--- config.mk ---
export PLATFORM = sky130hd
export DESIGN_NAME = mem_port_arbiter
export DESIGN_NICKNAME = d
export VERILOG_FILES = /design/src/rtl/mem_port_arbiter.sv
export SDC_FILE = /design/constraint.sdc
export NUM_CORES = 1
export LEC_CHECK = 0
export BUFFER_PORTS_ARGS = -buffer_cell sky130_fd_sc_hd__clkbuf_2
export CORE_MARGIN = 1.5
export CORE_UTILIZATION = 46
export DETAILED_ROUTE_END_ITERATION = 8
export PLACE_DENSITY = 0.82
export SYNTH_ARGS = -nofsm -noshare
export SYNTH_HDL_FRONTEND = slang
export SYNTH_SLANG_ARGS = --single-unit
--- constraint.sdc ---
create_clock -name clk -period 1.7 [get_ports clk]
set_clock_uncertainty 0.15 [all_clocks]
set_input_delay 0.34 -clock clk [delete_from_list [all_inputs] [get_ports clk]]
set_output_delay 0.34 -clock clk [all_outputs]
set_load 0.02 [all_outputs]
--- src/rtl/mem_port_arbiter.sv ---
// Purpose: shares one synchronous single-port SRAM between the CPU fetch and data ports.
// Latency: request sampled in IDLE at T, SRAM access at T+1, ack + rdata at T+3, IDLE at T+4.
// Backpressure: requesters hold req until their one-cycle ack; data wins ties unless fetch is starved.
//
// Ports:
//   clk, rst                      - clock, synchronous active-high reset
//   inst_req/inst_addr            - fetch request and byte address
//   inst_rdata/inst_ack           - fetched word (registered) and completion pulse
//   data_req/data_wr/data_wea     - data request, write select, byte enables
//   data_addr/data_wdata          - data byte address and write data
//   data_rdata/data_ack           - read word (registered) and completion pulse
//   sram_en/sram_wen/sram_addr    - SRAM enable, byte write enables, byte address
//   sram_wdata/sram_rdata         - SRAM write data, read data (valid cycle after sram_en)
module mem_port_arbiter #(
   parameter int STARVE_MAX = 4
) (
   input  logic        clk,
   input  logic        rst,
   input  logic        inst_req,
   input  logic [31:0] inst_addr,
   output logic [31:0] inst_rdata,
   output logic        inst_ack,
   input  logic        data_req,
   input  logic        data_wr,
   input  logic [3:0]  data_wea,
   input  logic [31:0] data_addr,
   input  logic [31:0] data_wdata,
   output logic [31:0] data_rdata,
   output logic        data_ack,
   output logic        sram_en,
   output logic [3:0]  sram_wen,
   output logic [31:0] sram_addr,
   output logic [31:0] sram_wdata,
   input  logic [31:0] sram_rdata
);

   typedef enum logic [1:0] {
      IDLE = 2'd0,
      ACC  = 2'd1,
      RESP = 2'd2,
      ACK  = 2'd3
   } state_t;

   localparam logic [2:0] STARVE_LIM = 3'(STARVE_MAX);

   state_t     state;
   logic [2:0] starve_cnt;
   logic       gnt_inst;     // latched winner: 1 = fetch, 0 = data
   logic       lat_wr;       // latched data write flag
   logic       pick_inst;

   // Fetch wins only when data is absent or fetch has waited STARVE_MAX data grants.
   always_comb begin
      pick_inst = inst_req && (!data_req || (starve_cnt == STARVE_LIM));
   end

   always_ff @(posedge clk) begin
      if (rst) begin
         state      <= IDLE;
         starve_cnt <= 3'd0;
         gnt_inst   <= 1'b0;
         lat_wr     <= 1'b0;
         inst_ack   <= 1'b0;
         data_ack   <= 1'b0;
         inst_rdata <= 32'h0;
         data_rdata <= 32'h0;
         sram_en    <= 1'b0;
         sram_wen   <= 4'h0;
         sram_addr  <= 32'h0;
         sram_wdata <= 32'h0;
      end else begin
         // Pulses and SRAM strobes default low; only the transitions below raise them.
         inst_ack <= 1'b0;
         data_ack <= 1'b0;
         sram_en  <= 1'b0;
         sram_wen <= 4'h0;
         case (state)
            IDLE: begin
               if (inst_req || data_req) begin
                  gnt_inst <= pick_inst;
                  sram_en  <= 1'b1;
                  if (pick_inst) begin
                     sram_addr  <= inst_addr;
                     lat_wr     <= 1'b0;
                     starve_cnt <= 3'd0;
                  end else begin
                     sram_addr  <= data_addr;
                     sram_wdata <= data_wdata;
                     lat_wr     <= data_wr;
                     sram_wen   <= data_wr ? data_wea : 4'h0;
                     // Count only data grants that actually made fetch wait.
                     if (!inst_req)
                        starve_cnt <= 3'd0;
                     else if (starve_cnt != STARVE_LIM)
                        starve_cnt <= starve_cnt + 3'd1;
                  end
                  state <= ACC;
               end
            end
            ACC: begin
               state <= RESP;
            end
            RESP: begin
               if (gnt_inst)
                  inst_rdata <= sram_rdata;
               else if (!lat_wr)
                  data_rdata <= sram_rdata;
               inst_ack <= gnt_inst;
               data_ack <= !gnt_inst;
               state    <= ACK;
            end
            ACK: begin
               // Requester still holds req here; returning to IDLE first avoids a re-grant.
               state <= IDLE;
            end
            default: state <= IDLE;
         endcase
      end
   end

endmodule

# Word-level counts from Yosys, hierarchy flattened
# Index checks and enable logic that the tools add are counted.
# Widths: inputs -> output; s select.
op_classes:
  n_addsub: 1
  n_eq_ne: 7
  n_mux: 8
  bitwise: 7
  n_reduce_logical: 14
ops:
  columns: ["op", "n"]
  rows:
  - ["$mux 32", 1]
  - ["$mux 3", 3]
  - ["$reduce_and 3->1", 3]
  - ["$pmux 2 s4", 1]
  - ["$not 1->1", 7]
  - ["$reduce_or 5->1", 1]
  - ["$eq 2x2->1 const B", 2]
  - ["$reduce_and 2->1", 2]
  - ["$reduce_or 2->1", 2]
  - ["$add 3x1->3 const B", 1]
  - ["$eq 3x3->1 const B", 1]
  - ["$ne 3x1->1 const B", 1]
  - ["$ne 3x3->1 const B", 1]
  - ["$eq 2x1->1 const B", 1]
  - ["$logic_not 1->1", 2]
  - ["$logic_not 2->1", 1]
  - ["$logic_or 1x1->1", 2]
  - ["$mux 1", 2]
  - ["$mux 2", 1]
  - ["$ne 2x2->1 const B", 1]
  - ["$logic_and 1x1->1", 1]
totals:
  ff_bits: 142
  word_cells: 49

# Longest topological paths before layout
logic_depth:
  ltp_word: 5
  ltp_mapped: 8
  ltp_nobuf: 5

# Least setup slack after synthesis
# Ideal clock, no wire load.
synth_timing:
  path_kind: "flip-flop to flip-flop"
  start: "reg state[0]"
  end: "reg data_rdata[16]"
  setup_ns: 0.132
  arrival_ns: 1.303
  required_time_ns: 1.418
  setup_slack_ns: 0.115
  stages_incl_launch_ff: 8
  n_path_buf: 2
  period_less_slack_ns: 1.585
  cell_sequence: "dfxtp_1 inv_1 ha_1 or3b_1 buf_2 buf_6 nand2_1 a21oi_1"
synth_via:
  elab_chain_cells: 2
synth_lines:
  columns: ["item", "line_no", "text"]
  rows:
  - ["start: declaration", "46", "state_t state;"]
  - ["start signal: assignment", "59", "state <= IDLE;"]
  - ["start signal: assignment", "97", "state <= ACC;"]
  - ["start signal: assignment", "101", "state <= RESP;"]
  - ["$eq 2x2->1", "77", "case (state)"]
  - ["$reduce_and 3->1 (no source line)", null, null]
  - ["end signal: assignment", "107", "data_rdata <= sram_rdata;"]
  - ["end: declaration", "28", "output logic [31:0] data_rdata,"]
# Every way passes these cells.
# A chain may end at the register's enable or synchronous reset.

# Final worst setup path
layout_timing:
  start: "reg state[1]"
  end: "reg state[1]"
layout_via:
  elab_chain_cells: 2
layout_lines:
  columns: ["item", "line_no"]
  rows:
  - ["$eq 2x2->1, or another cell as far along", "77"]
  - ["$pmux 2 s4 / $ne 2x2->1 (equally long branches)", null]
# Parallel ways exist; a longest one is shown, timed or not.

==> qor.yml <==
fin_hold_ws_ps: 5.776
io_pins: 272
cp_max_fo: 6
hold_depth: 3
path_cells: "inv_1 -> ha_4 -> or3b_2 -> mux2i_1 -> nor2_1"
grt_max_degree: 72
holdPathEnd: "data_rdata[24]"
clkPwrFrac_pct: 31.9
synth_warnings: 0
power_frac_comb_pct: 32.9
timing.fmax_mhz: 606.8
drc: 0
hold_start: "sram_rdata[24]"
critPathTopFamily: "simple AND/OR/NAND/NOR gates"
power.leakage_uw: 0.003549
diodes: 0
maxCapViolations: 0
syn_inst: 638
viasPerCell: 5.477
cts.path.max_buffers: 2
fin_cells: 1093
syn_to_final_growth_pct: 50.57
finalSetupViolCount: 0
drt-pass1-iter-count: 6
final_util_pct: 71.09
grt_util_met1_pct: 30.13
dp_cells: 1010
fin_crit_sh_pct: 96.94
antenna_found_initial: 0
power_uw: 11810
dp_hpwl_mm: 10.80
crit_slowest_cell: "or3b_2"
synth_top_area_cell: "dfxtp_1"
r2r-end: "state[1]"
yosys.area.top_type_share_pct: 52.51
clock_sinks: 142
initial_utilization_pct: 47.21
gp_congestion: 0.8418
rr_startpoint: "state[1]"
drive_above_1_share_pct: 36.42
netSwitchingPower_uw: 4026
arrival_ps: 1780
internal_power_uw: 7787
synth_area_mm2: 0.005414
grt_pass1_wl_mm: 27.59
routed_wl_mm: 18.09
tns_ps: 0
ys_seq_area_share_pct: 52.51
slew_violations: 0
cts.clk_slew.worst_paths_ps: 60
globalRoute.totalOverflow: 0
grt_busiest_layer: "met2"
startpoint_type: "flop"
worst-slew-pin-transition_ps: 389.2
vias: 5986
insertion_delay_ps: 410
path_buf_inv: 1
critPathMaxStageDelay_ps: 490
fin_nets: 1079
avgSynthCellArea_um2: 8.486
p_seq_share_pct: 35.2
grt_pass1_vias: 5729
switching_share_pct: 34.08
ys_types: 29
grtUsageTotal_pct: 27.47
wl_per_cell_um: 16.55
first_iter_violations: 518
slew-limit-headroom_pct: 74.05
port_buffers: 271
num_rows: 39
use_met2_pct: 47.77
syn-num-nets: 780
crit_type: "flop to flop"
die_area_mm2: 0.01243
synth-seq-cells: 142
ff2ff_setup_slack_ps: 50
irDropWorstVdd_v: 0.001159
htreeDepth: 4
cts_buffers: 17
p_per_area_mw_per_mm2: 1449
outcome: "complete, no violations"
die_h_um: 111.5
fin_crit_ps: 1648
die_w_um: 111.5
met3_usage_pct: 7.839
finalHoldViolations: 0
worst_setup_path_end_kind: "flop"
antenna_left: 0
synth_area_leaders: "dfxtp_1 53%, a21oi_1 12%, nand2_1 9.2%"
cts_tree: "yes"
reg2reg_depth: 5
core-area_mm2: 0.01147
hp-class: "input port to flop"
cp.required_ps: 1830
root_buffer: "clkbuf_16"
==> sequential cells by signal, indices dropped and copies added (netlist names) <==
register / flops
data_rdata: 32
inst_rdata: 32
sram_addr: 32
sram_wdata: 32
sram_wen: 4
starve_cnt: 3
state: 2
data_ack: 1
gnt_inst: 1
inst_ack: 1
lat_wr: 1
sram_en: 1
==> Yosys cell counts (all sizes together) <==
library cell  count
dfxtp           142
nand2           133
a21oi           131
nand3            65
buf              41
a32oi            33
o21ai            33
clkbuf           22
nor2              8
ha                5
and4b             4
inv               4
and2              3
nor3b             3
nand4             2
or3b              2
a211oi            1
a21bo             1
a22oi             1
and3              1
and3b             1
mux2i             1
o211ai            1
==> cells in the final DEF (no fill, tap or decap), drive strengths merged <==
master,netlist,routed
clkbuf,22,295
dfxtp,142,142
nand2,133,133
a21oi,131,131
nand3,65,65
dlygate4sd3,0,44
o21ai,33,33
a32oi,33,33
buf,41,26
nor2,8,8
inv,4,5
ha,5,5
and4b,4,4
clkinvlp,0,3
bufinv,0,3
clkinv,0,3
and2,3,3
nor3b,3,3
nand4,2,2
or3b,2,2
and3,1,1
a21bo,1,1
a211oi,1,1
mux2i,1,1
and3b,1,1
o211ai,1,1
a22oi,1,1
==> cells by family after synthesis <==
logic type | after synthesis | share of synthesized area (%)
adders and majority gates | 5 | 1.156
and+or+nand+nor | 222 | 18.21
DFF | 142 | 52.51
muxes | 1 | 0.1849
AOI/OAI and AO/OA | 201 | 21.10
buffers and inverters | 67 | 6.841
==> area by class of cell <==
class | count | area [um^2]
clock buffers | 22 | 464.2
clock inverters | 10 | 136.4
multi-input cells | 429 | 2288
flip-flops and latches | 142 | 2845
repair buffers | 343 | 2223
fillers | 853 | 3316
well taps | 143 | 178.9
inverters | 4 | 15.01
==> metrics by stage <==
stage          setup slack [ps]  cell area (um^2)
2_1_floorplan             114.8              5414
3_3_place_gp              90.20              6920
3_5_place_dp              22.08              6920
4_1_cts                   5.476              7964
5_1_grt                  -2.946              8152
6_report                  52.01              8152
==> worst reg2reg max path: stages (launching register included) <==
cell     delay (ps)
dfxtp_2         340
inv_1           110
ha_4            170
or3b_2          490
mux2i_1         200
nor2_1           60
==> how the worst max path moves through the flow <==
stage                   from        endpoint  slack, ps  depth (start not counted)
floorplan           state[0]  data_rdata[16]        110                          7
global placement    state[0]   data_rdata[9]         90                          6
detailed placement  state[0]        state[1]         20                          5
CTS                 state[0]        state[1]          5                          5
global route        state[0]  data_rdata[13]         -3                          8
finish              state[1]        state[1]         50                          5
==> power groups by stage <==
stage          logic [uW]  clock network, uW  registers (uW)
3_5_place_dp         3370                  0            4190
3_3_place_gp         3320                  0            4180
6_report             3880               3770            4160
4_1_cts              3480               3820            4130
2_1_floorplan        1630                  0            4760
5_1_grt              4160               3980            4210
==> layer usage <==
layer,part of all wire [%],vias up
li1,-,2838
met3,8.6,69
met4,4.3,0
met5,0,-
met2,50,335
met1,37,2744
==> repair_timing <==
action,CTS,global route
setup endpoints to repair,1,92
hold buffers,44,0
endpoints found under the hold margin,50,0
cloned,0,3
pin swaps,0,2
resized for setup,1,17
buffers inserted,0,4
Power figures use the tool's default switching activity.
